[config.mk]
export PLATFORM = sky130hd
export DESIGN_NAME = intcon_ctrl
export DESIGN_NICKNAME = d
export VERILOG_FILES = /design/src/rtl/pic16_pkg.sv /design/src/rtl/int_edge_sync.sv /design/src/rtl/intcon_ctrl.sv
export SDC_FILE = /design/constraint.sdc
export NUM_CORES = 1
export LEC_CHECK = 0
export CORE_ASPECT_RATIO = 0.7
export CORE_MARGIN = 5
export CORE_UTILIZATION = 30
export CTS_CLUSTER_SIZE = 28
export DETAILED_ROUTE_END_ITERATION = 10
export GPL_TIMING_DRIVEN = 0
export PLACE_DENSITY = 0.66
export SYNTH_ARGS = -nofsm -noshare
export SYNTH_HDL_FRONTEND = slang
export SYNTH_SLANG_ARGS = --single-unit
[constraint.sdc]
create_clock -name clk -period 4.05 [get_ports clk]
set_input_delay 0.81 -clock clk [delete_from_list [all_inputs] [get_ports clk]]
set_output_delay 0.81 -clock clk [all_outputs]
set_load 0.1 [all_outputs]
[src/rtl/pic16_pkg.sv]
// ============================================================================
// Module      : pic16_pkg
// Description : INTCON bit positions, interrupt sequencer states and the
//               shared pending-interrupt equation.
// Revision    : 1.0  initial release
// ============================================================================
`default_nettype none

package pic16_pkg;

    localparam int unsigned GIE_BIT  = 7;
    localparam int unsigned PEIE_BIT = 6;
    localparam int unsigned T0IE_BIT = 5;
    localparam int unsigned INTE_BIT = 4;
    localparam int unsigned RBIE_BIT = 3;
    localparam int unsigned T0IF_BIT = 2;
    localparam int unsigned INTF_BIT = 1;
    localparam int unsigned RBIF_BIT = 0;

    typedef enum logic [1:0] {
        ST_IDLE = 2'd0,
        ST_REQ  = 2'd1,
        ST_SVC  = 2'd2
    } irq_state_e;

    function automatic logic intcon_pending(input logic [7:0] r, input logic pir);
        return (r[T0IE_BIT] & r[T0IF_BIT]) |
               (r[INTE_BIT] & r[INTF_BIT]) |
               (r[RBIE_BIT] & r[RBIF_BIT]) |
               (r[PEIE_BIT] & pir);
    endfunction

endpackage

`default_nettype wire

[src/rtl/int_edge_sync.sv]
// ============================================================================
// Module      : int_edge_sync
// Description : RB0/INT pad synchronizer with an INTEDG-selected one-clock
//               edge pulse taken from the last two synchronizer stages.
// Revision    : 1.0  initial release
// ============================================================================
`default_nettype none

module int_edge_sync #(
    parameter int SYNC_STAGES = 2
) (
    input  logic clk,
    input  logic rst,
    input  logic int_pin_i,
    input  logic intedg_i,
    output logic edge_o
);

    logic [SYNC_STAGES-1:0] sync_q;
    logic                   w_rise;
    logic                   w_fall;

    always_ff @(posedge clk or posedge rst) begin
        if (rst) begin
            sync_q <= '0;
        end else begin
            sync_q <= {sync_q[SYNC_STAGES-2:0], int_pin_i};
        end
    end

    // Edges come from data only, so flipping INTEDG alone cannot fake one.
    assign w_rise = sync_q[SYNC_STAGES-2] & ~sync_q[SYNC_STAGES-1];
    assign w_fall = ~sync_q[SYNC_STAGES-2] & sync_q[SYNC_STAGES-1];
    assign edge_o = intedg_i ? w_rise : w_fall;

endmodule

`default_nettype wire

[src/rtl/intcon_ctrl.sv]
// ============================================================================
// Module      : intcon_ctrl
// Description : INTCON register, flag capture and irq/ack/RETFIE sequencer.
//               Define INTCON_RB_CHANGE_EN to build the RB7:RB4 change logic.
// Revision    : 1.0  initial release
// ============================================================================
`default_nettype none

module intcon_ctrl
    import pic16_pkg::*;
#(
    parameter int          SYNC_STAGES = 2,
    parameter logic [12:0] INT_VECTOR  = 13'h004
) (
    input  logic        clk,
    input  logic        rst,
    input  logic        cyc_en,
    input  logic        intcon_wr_en,
    input  logic [7:0]  intcon_reg_in,
    output logic [7:0]  intcon_reg_out,
    input  logic        tmr0if_set_en,
    input  logic        int_pin,
    input  logic        intedg,
    input  logic [3:0]  rb_hi,
    input  logic        portb_rd_en,
    input  logic        pir_pending,
    input  logic        int_ack,
    input  logic        retfie,
    output logic        irq,
    output logic [12:0] vector_addr,
    output logic        wake
);

    logic       w_int_edge;
    logic       w_rb_set;
    logic       w_ack;
    logic       w_pend_q;
    logic       w_pend_d;
    logic [7:0] intcon_q, intcon_d;
    logic       t0_pend_q, t0_pend_d;
    logic       int_pend_q, int_pend_d;
    irq_state_e state_q;
    logic       irq_q;

    int_edge_sync #(
        .SYNC_STAGES (SYNC_STAGES)
    ) u_int_edge_sync (
        .clk       (clk),
        .rst       (rst),
        .int_pin_i (int_pin),
        .intedg_i  (intedg),
        .edge_o    (w_int_edge)
    );

`ifdef INTCON_RB_CHANGE_EN
    logic [3:0] rb_latch_q;

    always_ff @(posedge clk or posedge rst) begin
        if (rst) begin
            rb_latch_q <= 4'h0;
        end else if (cyc_en && portb_rd_en) begin
            rb_latch_q <= rb_hi;
        end
    end

    assign w_rb_set = (rb_hi != rb_latch_q);
`else
    logic w_rb_unused;
    assign w_rb_unused = ^{rb_hi, portb_rd_en};
    assign w_rb_set    = 1'b0;
`endif

    assign w_ack = (state_q == ST_REQ) && int_ack;

    // Hardware flag sets are applied after the write so a set beats a written 0.
    always_comb begin
        intcon_d   = intcon_q;
        t0_pend_d  = t0_pend_q;
        int_pend_d = int_pend_q;
        if (cyc_en) begin
            if (intcon_wr_en) begin
                intcon_d = intcon_reg_in;
            end
            if (tmr0if_set_en || t0_pend_q) begin
                intcon_d[T0IF_BIT] = 1'b1;
            end
            if (w_int_edge || int_pend_q) begin
                intcon_d[INTF_BIT] = 1'b1;
            end
            if (w_rb_set) begin
                intcon_d[RBIF_BIT] = 1'b1;
            end
            if (w_ack) begin
                intcon_d[GIE_BIT] = 1'b0;
            end else if (retfie) begin
                intcon_d[GIE_BIT] = 1'b1;
            end
            t0_pend_d  = 1'b0;
            int_pend_d = 1'b0;
        end else begin
            t0_pend_d  = t0_pend_q | tmr0if_set_en;
            int_pend_d = int_pend_q | w_int_edge;
        end
    end

    always_ff @(posedge clk or posedge rst) begin
        if (rst) begin
            intcon_q   <= 8'h00;
            t0_pend_q  <= 1'b0;
            int_pend_q <= 1'b0;
        end else begin
            intcon_q   <= intcon_d;
            t0_pend_q  <= t0_pend_d;
            int_pend_q <= int_pend_d;
        end
    end

    assign w_pend_q = intcon_pending(intcon_q, pir_pending);
    assign w_pend_d = intcon_pending(intcon_d, pir_pending);

    always_ff @(posedge clk or posedge rst) begin
        if (rst) begin
            state_q <= ST_IDLE;
            irq_q   <= 1'b0;
        end else if (cyc_en) begin
            case (state_q)
                ST_IDLE: begin
                    if (intcon_q[GIE_BIT] && w_pend_q) begin
                        state_q <= ST_REQ;
                        irq_q   <= 1'b1;
                    end
                end
                ST_REQ: begin
                    if (int_ack) begin
                        state_q <= ST_SVC;
                        irq_q   <= 1'b0;
                    end else if (!(intcon_d[GIE_BIT] && w_pend_d)) begin
                        state_q <= ST_IDLE;
                        irq_q   <= 1'b0;
                    end
                end
                ST_SVC: begin
                    if (retfie) begin
                        state_q <= ST_IDLE;
                    end
                end
                default: begin
                    state_q <= ST_IDLE;
                    irq_q   <= 1'b0;
                end
            endcase
        end
    end

    assign intcon_reg_out = intcon_q;
    assign irq            = irq_q;
    assign vector_addr    = irq_q ? INT_VECTOR : 13'h0000;
    assign wake           = w_pend_q;

endmodule

`default_nettype wire

==> reports/summary.md <==
• primary input — crit path launch type
• 3 — maximum fanout along the worst path
• 46 — ports placed on the boundary
• finished, final reports clean — run status
• 41.7% — fraction of synthesized cell area taken by the top area cell type
• 10.6% — overall global routing resource usage
• 2600 ps — Worst EP arrival
• 2400 ps — R2R Setup Slk
• 3240 ps — required time of the worst setup path
• 39 — distinct cell type count of the synthesized netlist
• 3410 ps — final critical-path required period
• 1270 µm² — total placed instance area
• 0 — initial antenna violation count
• 46.2% — share of the core filled with cells in the final layout
• 5 — Worst Reg2Reg Path Length in Cells
• 982 ps — transition time at the pin with the least slew margin
• 4 — detailed-router iteration count before antenna repair
• 90 — instance count of the mapped netlist
• clkbuf_8 — master cell of the clock root buffer
• 3 — Num CTS Buffers
• 10.0 µm² — average size of a mapped cell
• 0 — residual overflow from global routing
• 41.7% — sequential cell area fraction in the yosys report
• 2 — maximum clock insertion buffer count
• 0 — Hold Path Stages
• 0 — number of warnings issued by yosys
• 157 — Net count, final
• 28 — total of buffers placed on input and output ports
• 250 ps — clock network latency to the later pin of the worst-skew pair
• 0 — final setup violation count
• 4.52 — vias per cell
• 3.77 ps — worst-case clock skew
• 0 — post-CTS setup repair buffer count
• no — unrepaired setup endpoints after global routing
• 12.8 µm — wire length per cell
• 901 µm² — netlist area before placement
• 394 ps — final-layout worst hold slack
• 31.7% — starting density of the core
• 1 — # H-tree levels
• 0 — number of hold buffers added after cts
• 0.589 nW — leak pwr
• 0 — Resize count post-CTS
• primary input to output port — kind of critical path
• 16 — Placement Rows
• 2.16 mm — WL final
• 45.7% — Area Growth Syn to Fin
• 0 — number of max-capacitance violations reported
• 1.73 mm — HPWL reported at the end of detailed placement
• output port — type of destination of the critical path
• 34.4% — remaining max-slew budget at the tightest pin
• 84.1% — Final Cycle Share
• register to register — Hold/Removal Path Class
• dfrtp_1 42%, buf_4 11%, mux2_2 6.3% — top cells by area in the synthesized netlist
• 0 — number of diodes
• 75.5 µm — die outline width
• 0.738 — GPL Wtd Cong
• dfrtp_1 — post-synth top area cell
• 20.3% — share of cells above drive strength 1
• 4220 µm² — die footprint
• 294 MHz — timing-limited maximum frequency
• 0 — total DRC errors in the routed layout
• 0.000261 V — worst IR drop on VDD
• 60 ps — clock slew at reported path FFs
• 0 ps — post-route setup TNS
• 733 — via count of the first global-routing pass
• 15 — clock net sink count
• done — TritonCTS clock tree
• 16 — pin count of the biggest net entering global routing
• 764 — via count
• 0 — antenna-violating nets left
• 0 — Final Slew Violations
• 33 — initial drt markers
• 55.8 µm — Die H
• 2840 µm² — placeable core area
• 1310 µm² — post-route design area
• 0 — total count of hold-check failures in the final report
• 562 nW/µm² — P per Cell Area
• 15 — Yosys reg bits
• 3.44 mm — wire length of the first global-routing pass
-- cell usage after synthesis --
| master | n |
|---|---|
| dfrtp_1 | 15 |
| buf_4 | 13 |
| nand2_1 | 7 |
| inv_1 | 6 |
| nor2_1 | 6 |
| mux2_2 | 5 |
| a21oi_1 | 2 |
| a22oi_1 | 2 |
| mux2i_1 | 2 |
| nand3_1 | 2 |
| o21ai_0 | 2 |
| a2111oi_4 | 1 |
| a211oi_1 | 1 |
| a2bb2oi_1 | 1 |
| a311oi_1 | 1 |
| a32o_1 | 1 |
| and2b_1 | 1 |
| and3b_1 | 1 |
| buf_6 | 1 |
| clkbuf_1 | 1 |
| conb_1 | 1 |
| nand2_2 | 1 |
| nand2b_1 | 1 |
| nand3b_1 | 1 |
| nand4_1 | 1 |
| nor3_1 | 1 |
| nor3b_1 | 1 |
| nor3b_2 | 1 |
| o2111ai_1 | 1 |
| o211a_1 | 1 |
| o211ai_1 | 1 |
| o21ai_1 | 1 |
| o21ai_2 | 1 |
| o22ai_1 | 1 |
| o311ai_0 | 1 |
| o31a_1 | 1 |
| o31ai_1 | 1 |
| or2_4 | 1 |
| or3_1 | 1 |
-- routing by layer --
layer  up-vias  wire length [µm]  GRT usage, %
li1        385                 -             -
met5         -                 0             0
met3         4               213          4.69
met4         0                28          2.99
met2        28               916          15.4
met1       347               998          14.1
-- final cells by class --
| class | instances | area, µm² |
|---|---|---|
| Fill cell | 282 | 1530 |
| Tap cell | 36 | 45.0 |
| Buffer | 15 | 113 |
| Inverter | 6 | 22.5 |
| Sequential cell | 15 | 375 |
| Clock buffer | 4 | 45.0 |
| Timing Repair Buffer | 28 | 280 |
| Multi-Input combinational cell | 65 | 432 |
-- metrics by stage --
step	setup WS (ps)	instances	total power, W
floorplan	1330	101	0.000524
global placement	652	165	0.000611
detailed placement	634	165	0.000616
CTS	634	169	0.000740
global route	601	169	0.000770
finish	645	169	0.000737
-- flip-flops by register name, summed over array words and instances (netlist names) --
register                flops
int_pend_q                  1
t0_pend_q                   1
state_q                     2
intcon_reg_out              8
irq                         1
u_int_edge_sync.sync_q      2
-- cell usage in the layout (no fill, tap or decap), types with 2 or more instances in the layout --
master / count
clkdlybuf4s50_1: 28
dfrtp_1: 15
buf_4: 13
conb_1: 12
nand2_1: 7
inv_1: 6
nor2_1: 6
mux2_2: 5
clkbuf_8: 3
mux2i_1: 2
clkbuf_1: 2
a21oi_1: 2
a22oi_1: 2
nand3_1: 2
o21ai_0: 2
-- final timing paths --
path	endpoint	from
worst max-delay path	wake	pir_pending
worst min-delay path	u_int_edge_sync.sync_q[1]	u_int_edge_sync.sync_q[0]
worst max register to register	irq	intcon_reg_out[1]
worst min register to register	u_int_edge_sync.sync_q[1]	u_int_edge_sync.sync_q[0]
max in group asynchronous	intcon_reg_out[2]	rst
min in group asynchronous	intcon_reg_out[6]	rst
-- report_power, final --
group	switching [W]	internal, W	total, W
logic	0.000299	0.000112	0.000410
clock network	0.0000544	0.0000697	0.000124
registers	0.0000249	0.000178	0.000203
total	0.000378	0.000360	0.000737
-- worst max-delay path, stage by stage --
cell             delay [ps]
clkdlybuf4s50_1         480
nand2_1                  90
nand3_1                  80
clkdlybuf4s50_1        1140
-- logic make-up after synthesis --
logic type / share of synthesized area, %
other: 0.416
and+or+nand+nor: 15.7
muxes: 8.47
buffers and inverters: 15.0
DFF: 41.7
AOI/OAI and AO/OA: 18.8
(Power assumes the default switching activity.)
